$ cat config.mk
export PLATFORM = sky130hd
export DESIGN_NAME = pe_job_scheduler
export DESIGN_NICKNAME = d
export VERILOG_FILES = /design/src/rtl/pe_sched_pkg.sv /design/src/rtl/rr_arbiter.sv /design/src/rtl/pe_job_scheduler.sv
export SDC_FILE = /design/constraint.sdc
export NUM_CORES = 1
export LEC_CHECK = 0
export CAP_MARGIN = 20
export CORE_MARGIN = 3
export CORE_UTILIZATION = 45
export CTS_CLUSTER_DIAMETER = 150
export DETAILED_ROUTE_END_ITERATION = 8
export PLACE_DENSITY = 0.74
export SETUP_SLACK_MARGIN = 0.5
export SLEW_MARGIN = 20
export SYNTH_ARGS = -nofsm -noshare
export SYNTH_HDL_FRONTEND = slang
export SYNTH_SLANG_ARGS = --single-unit
$ cat constraint.sdc
create_clock -name clk -period 3.8 [get_ports clk]
set_clock_uncertainty 0.1 [all_clocks]
set_input_delay 0.57 -clock clk [delete_from_list [all_inputs] [get_ports clk]]
set_output_delay 0.57 -clock clk [all_outputs]
set_load 0.005 [all_outputs]
$ cat src/rtl/pe_sched_pkg.sv
// Shared definitions for the PE-array job scheduler: FSM state encodings
// and an index-width helper used to size requester and slot fields.
package pe_sched_pkg;

    localparam int STATE_W = 3;

    localparam logic [2:0] S_IDLE    = 3'd0;
    localparam logic [2:0] S_START   = 3'd1;
    localparam logic [2:0] S_WAIT_UP = 3'd2;
    localparam logic [2:0] S_RUN     = 3'd3;
    localparam logic [2:0] S_RESP    = 3'd4;

    // Bits needed to index n items; never narrower than one bit.
    function automatic int idx_width(input int n);
        return (n > 1) ? $clog2(n) : 1;
    endfunction

endpackage

$ cat src/rtl/rr_arbiter.sv
// Combinational round-robin arbiter: grants the first asserted request at
// or after ptr, wrapping modulo N. Output is one-hot plus its index.
module rr_arbiter
    import pe_sched_pkg::*;
#(
    parameter int N     = 4,
    parameter int IDX_W = idx_width(N)
) (
    input  logic [N-1:0]     req,
    input  logic [IDX_W-1:0] ptr,
    output logic [N-1:0]     gnt,
    output logic [IDX_W-1:0] gnt_idx
);

    logic             found;
    logic [IDX_W-1:0] cand;

    // Scan candidates starting at ptr; the first asserted one wins.
    always_comb begin
        gnt     = '0;
        gnt_idx = '0;
        found   = 1'b0;
        cand    = '0;
        for (int off = 0; off < N; off++) begin
            cand = IDX_W'((int'(ptr) + off) % N);
            if (!found && req[cand]) begin
                found        = 1'b1;
                gnt[cand]    = 1'b1;
                gnt_idx      = cand;
            end
        end
    end

endmodule

$ cat src/rtl/pe_job_scheduler.sv
// Shares one PE-array controller among NUM_REQ requesters. Arbitrates jobs
// round-robin, pulses array_start with the job's slot, watches the array
// through completion with a watchdog and returns a done/timeout response.
//
// Handshakes: a transfer happens on a rising clock edge where both valid and
// ready are high. req_ready is combinational, one-hot and only asserted in
// IDLE while the array is idle; done_valid/done_id/done_timeout stay stable
// until done_ready is seen high.
module pe_job_scheduler
    import pe_sched_pkg::*;
#(
    parameter int NUM_REQ        = 4,
    parameter int SLOT_NUM       = 4,
    parameter int SLOT_W         = idx_width(SLOT_NUM),
    parameter int ID_W           = idx_width(NUM_REQ),
    parameter int TIMEOUT_CYCLES = 64
) (
    input  logic                       clk,
    input  logic                       reset,
    input  logic [NUM_REQ-1:0]         req_valid,
    input  logic [NUM_REQ*SLOT_W-1:0]  req_slot,
    output logic [NUM_REQ-1:0]         req_ready,
    output logic                       array_start,
    output logic [SLOT_W-1:0]          array_slot,
    input  logic                       array_busy,
    output logic                       done_valid,
    output logic [ID_W-1:0]            done_id,
    output logic                       done_timeout,
    input  logic                       done_ready,
    output logic                       sched_busy,
    output logic [STATE_W-1:0]         dbg_state
);

    localparam int              WD_W    = idx_width(TIMEOUT_CYCLES);
    localparam logic [WD_W-1:0] WD_LAST = WD_W'(TIMEOUT_CYCLES - 1);
    localparam logic [ID_W-1:0] ID_LAST = ID_W'(NUM_REQ - 1);

    logic [STATE_W-1:0] state_q, state_d;
    logic [ID_W-1:0]    rr_ptr_q, rr_ptr_d;
    logic [ID_W-1:0]    id_q, id_d;
    logic [SLOT_W-1:0]  slot_q, slot_d;
    logic [WD_W-1:0]    wd_cnt_q, wd_cnt_d;
    logic               timeout_q, timeout_d;

    logic [NUM_REQ-1:0] arb_gnt;
    logic [ID_W-1:0]    arb_idx;
    logic               grant_en;

    rr_arbiter #(
        .N     (NUM_REQ),
        .IDX_W (ID_W)
    ) u_arb (
        .req     (req_valid),
        .ptr     (rr_ptr_q),
        .gnt     (arb_gnt),
        .gnt_idx (arb_idx)
    );

    // A grant is only possible from IDLE while the array is quiet.
    always_comb begin
        grant_en  = (state_q == S_IDLE) && !array_busy && (|req_valid);
        req_ready = grant_en ? arb_gnt : '0;
    end

    // Next-state, latch and watchdog logic.
    always_comb begin
        state_d   = state_q;
        rr_ptr_d  = rr_ptr_q;
        id_d      = id_q;
        slot_d    = slot_q;
        wd_cnt_d  = wd_cnt_q;
        timeout_d = timeout_q;
        case (state_q)
            S_IDLE: begin
                if (grant_en) begin
                    id_d     = arb_idx;
                    slot_d   = req_slot[int'(arb_idx)*SLOT_W +: SLOT_W];
                    rr_ptr_d = (arb_idx == ID_LAST) ? '0 : arb_idx + ID_W'(1);
                    state_d  = S_START;
                end
            end
            S_START: begin
                wd_cnt_d  = '0;
                timeout_d = 1'b0;
                state_d   = S_WAIT_UP;
            end
            S_WAIT_UP: begin
                // No completion is possible before busy rises, so expiry
                // takes precedence here even if busy rises this cycle.
                wd_cnt_d = wd_cnt_q + WD_W'(1);
                if (wd_cnt_q == WD_LAST) begin
                    timeout_d = 1'b1;
                    state_d   = S_RESP;
                end else if (array_busy) begin
                    state_d = S_RUN;
                end
            end
            S_RUN: begin
                // Completion beats a simultaneous watchdog expiry.
                wd_cnt_d = wd_cnt_q + WD_W'(1);
                if (!array_busy) begin
                    timeout_d = 1'b0;
                    state_d   = S_RESP;
                end else if (wd_cnt_q == WD_LAST) begin
                    timeout_d = 1'b1;
                    state_d   = S_RESP;
                end
            end
            S_RESP: begin
                if (done_ready) begin
                    state_d = S_IDLE;
                end
            end
            default: begin
                state_d = S_IDLE;
            end
        endcase
    end

    // State registers with synchronous reset; a reset mid-job drops it.
    always_ff @(posedge clk) begin
        if (reset) begin
            state_q   <= S_IDLE;
            rr_ptr_q  <= '0;
            id_q      <= '0;
            slot_q    <= '0;
            wd_cnt_q  <= '0;
            timeout_q <= 1'b0;
        end else begin
            state_q   <= state_d;
            rr_ptr_q  <= rr_ptr_d;
            id_q      <= id_d;
            slot_q    <= slot_d;
            wd_cnt_q  <= wd_cnt_d;
            timeout_q <= timeout_d;
        end
    end

    // Outputs decoded directly from registered state.
    always_comb begin
        array_start  = (state_q == S_START);
        array_slot   = slot_q;
        done_valid   = (state_q == S_RESP);
        done_id      = id_q;
        done_timeout = timeout_q;
        sched_busy   = (state_q != S_IDLE);
        dbg_state    = state_q;
    end

endmodule

==> results.py <==
metrics = {
    "power_and_ir_drop": {
        "power.density_nw_per_um2": 404,
        "p_leak_nw": 0.691,
        "vdd_drop_max_mv": 0.390,
        "p_total_w": 0.000687,
    },
    "yosys": {
        "synthMuxAreaShare": 0.110,
        "synthXorXnorAreaFrac": 0.0426,
        "synth_edf_count": 0,
        "synth_compound_area_frac": 0.223,
        "syn_nets": 171,
        "async_flop_share": 0,
        "syn_inst": 147,
        "synth-seq-cells": 16,
        "ys_seq_area_frac": 0.253,
        "synth_area_per_cell_um2": 8.60,
        "synth_adder_area_share": 0.0792,
        "synthFlopType": "dfxtp_1",
        "yosysWarnings": 0,
        "ys_types": 43,
        "synth_top_family_by_area": "simple AND/OR/NAND/NOR gates",
        "synthSimpleGateAreaFrac": 0.234,
        "netlist_area_um2": 1260,
    },
    "cts": {
        "cts_tree": "yes",
        "cts_buffers": 3,
        "cts.htree.levels": 1,
        "cts.sinks": 16,
        "clock_latency_ns": 0.28,
        "cts-hold-fix-buffers": 0,
        "clk_pin_slew_worst_paths_ns": 0.09,
        "clockBufferDepth": 2,
        "clock_tree.root_cell": "clkbuf_4",
    },
    "worst_setup_path": {
        "r2r_cells": 10,
        "critPathArrivalTime_ns": 2.51,
        "r2r-end": "array_slot[0]",
        "worstSetupPathType": "reg -> out",
        "rr_startpoint": "rr_ptr_q[1]",
        "crit_required_ns": 3.13,
        "cp_cell_sequence": "clkinvlp_4 > ha_4 > mux4_2 > buf_4 > a22oi_1 > nor2_1 > a221oi_2 > nor2_1 > clkdlybuf4s15_1",
        "rrSetupSlack_ns": 1.19,
        "critPathLaunchType": "flop",
        "crit_top_cell": "nor2_1",
        "crit_path_max_fanout": 4,
        "endpoint_kind": "primary output",
        "cpPeakStageDelay_ns": 0.57,
        "crit_slowest_cell": "mux4_2",
    },
    "route": {
        "ant_nets": 0,
        "wl_per_cell_um": 14.1,
        "vias_per_cell": 5.77,
        "wl_mm": 2.97,
        "first_iter_violations": 46,
        "met2_length_mm": 1.46,
        "firstDrtPassIters": 4,
        "dr_wl_met3_um": 147,
        "dr.max_layer_used": "met4",
        "wl_met1_mm": 1.35,
        "drcViolationCount": 0,
        "vias": 1212,
    },
    "global_routing": {
        "grt_usage": 0.188,
        "first_global_vias": 1187,
        "grt_max_degree": 16,
        "overflow": 0,
        "grt_pass1_wl_mm": 5.13,
        "grt_antenna_before_repair": 0,
    },
    "place": {
        "place_hpwl_mm": 2.12,
        "io_buffer_count": 30,
        "place_congestion": 0.835,
        "dpl_cell_area_um2": 1560,
    },
    "hold_path": {
        "whs_endpoint": "done_timeout",
        "hold_path_class": "reg -> reg",
        "hold_depth": 1,
        "min_from": "done_timeout",
    },
    "floorplan": {
        "die_area_um2": 3480,
        "initial_core_util": 0.492,
        "die_width_um": 59.0,
        "num_rows": 18,
        "core_um2": 2570,
        "io_pins": 31,
        "die_y_um": 59.0,
    },
    "sta": {
        "post-route-period-util": 0.837,
        "period_needed_ns": 3.18,
        "rsz0062_at_grt": "false",
        "tns_ns": 0,
        "max_clock_freq_ghz": 0.314,
        "setup_viol": 0,
        "relSlewSlack": 0.638,
        "finalHoldViolations": 0,
        "tightest_slew_ns": 0.538,
        "drv_slew": 0,
    },
    "job": {
        "maxCapViolations": 0,
    },
    "final_layout": {
        "insertedDiodeCount": 0,
        "drive_gt1_frac": 0.183,
        "design_area_um2": 1700,
        "layout.nets": 205,
        "fill_cells": 213,
        "areaGrowthSynthToFinish_pct": 34.7,
    },
    "run_status": {
        "outcome": "finished, final reports clean",
    },
}
-- area by class of cell --
class / count / area, µm² / area share
clock buffers: 4 / 36.3 / 0.0213
flip-flops and latches: 16 / 324 / 0.190
inverters: 6 / 26.3 / 0.0154
repair buffers: 38 / 360 / 0.212
multi-input cells: 116 / 917 / 0.539
well taps: 30 / 37.5 / 0.0221
-- cell usage in the layout, fill, tap and decap left out, drive strengths merged, types with 2 or more instances in the layout --
cell           synthesis  final
a211oi                 3      3
a21oi                  6      6
a221oi                 6      6
a22oi                  6      6
a32oi                  2      2
buf                    3      8
clkbuf                 6      4
clkdlybuf4s15          0      2
clkdlybuf4s50          0     22
dfxtp                 16     16
dlygate4sd2            0      4
dlymetal6s2s           0      2
ha                     8      8
inv                    6      5
mux2i                  6      6
mux4                   3      3
nand2                  5      5
nand3                  4      4
nand4                  3      3
nor2                  25     25
nor2b                  3      3
nor3                   6      6
o21ai                  4      4
o21bai                 2      2
or2                    3      3
or3                    4      4
xnor2                  2      2
xor2                   2      2
-- logic make-up (layout without fill, tap and decap cells) --
group / after synthesis / after routing
compound gates: 36 / 36
flops: 16 / 16
buf+inv: 15 / 48
xor+xnor: 4 / 4
fa+ha+maj: 8 / 8
simple gates: 58 / 58
mux: 10 / 10
-- where the power goes --
group          internal [W]  total, W  switching, W
logic              0.000193  0.000378      0.000184
registers          0.000184  0.000197     0.0000134
clock network     0.0000583  0.000112     0.0000535
-- cells in the mapped netlist (2+ instances only) --
library cell   n  area share
nor2_1        25       0.074
dfxtp_1       16        0.25
ha_1           8       0.079
a21oi_1        6       0.024
a22oi_1        6       0.036
inv_1          6       0.018
mux2i_1        6       0.048
a221oi_1       5       0.035
clkbuf_1       5       0.015
nand2_1        5       0.015
nor3_1         5       0.020
nand3_1        4       0.016
o21ai_0        4       0.016
or3_1          4       0.020
a211oi_1       3       0.018
mux4_2         3       0.053
nand4_1        3       0.015
or2_2          3       0.015
a32oi_1        2       0.014
buf_6          2       0.018
nor2b_1        2      0.0099
o21bai_1       2       0.012
xor2_1         2       0.014
-- routing by layer --
layer	up-vias	track usage
met5	-	0
met4	0	0.0615
met3	2	0.0479
met2	31	0.311
met1	566	0.240
li1	613	-
-- sequential cells by signal, indices dropped and copies added (netlist names) --
register      count
wd_cnt_q          6
dbg_state         3
array_slot        2
done_id           2
rr_ptr_q          2
done_timeout      1
-- per-stage QoR --
| step | setup slack (ns) | std cells | utilization | hold slack [ns] |
|---|---|---|---|---|
| final | 0.620 | 210 | 0.663 | 0.379 |
| after global routing | 0.502 | 210 | 0.663 | 0.408 |
| after CTS | 0.510 | 208 | 0.644 | 0.382 |
| after detailed placement | 0.225 | 199 | 0.607 | 0.360 |
| after global placement | 0.330 | 199 | 0.607 | 0.356 |
| after floorplan | 0.892 | 147 | - | 0.353 |
-- repair_timing --
action,CTS,global route
endpoints found under the hold margin,0,0
pin swaps,1,3
endpoints found under the setup margin,4,4
buffers inserted,5,2
gates cloned,0,0
resized for setup,13,8
-- worst max path at each step --
| stage | startpoint | end | slack, ns |
|---|---|---|---|
| after CTS | rr_ptr_q[1] | req_ready[1] | 0.51 |
| final | rr_ptr_q[1] | req_ready[3] | 0.62 |
| after detailed placement | req_valid[3] | req_ready[3] | 0.22 |
| after global placement | req_valid[2] | req_ready[2] | 0.33 |
| after floorplan | rr_ptr_q[0] | req_ready[0] | 0.89 |
| after global routing | rr_ptr_q[1] | req_ready[3] | 0.50 |
-- worst max-delay path: cells and delay by family, from the launching register on --
| kind | cells | cell delay, ns |
|---|---|---|
| AO/OA/AOI/OAI | 2 | 0.38 |
| AND/OR/NAND/NOR | 2 | 0.14 |
| flip-flops | 1 | 0.37 |
| adder cells (fa/ha/maj) | 1 | 0.28 |
| multiplexers | 1 | 0.57 |
| buffers and inverters | 3 | 0.48 |
(Power assumes the default switching activity.)
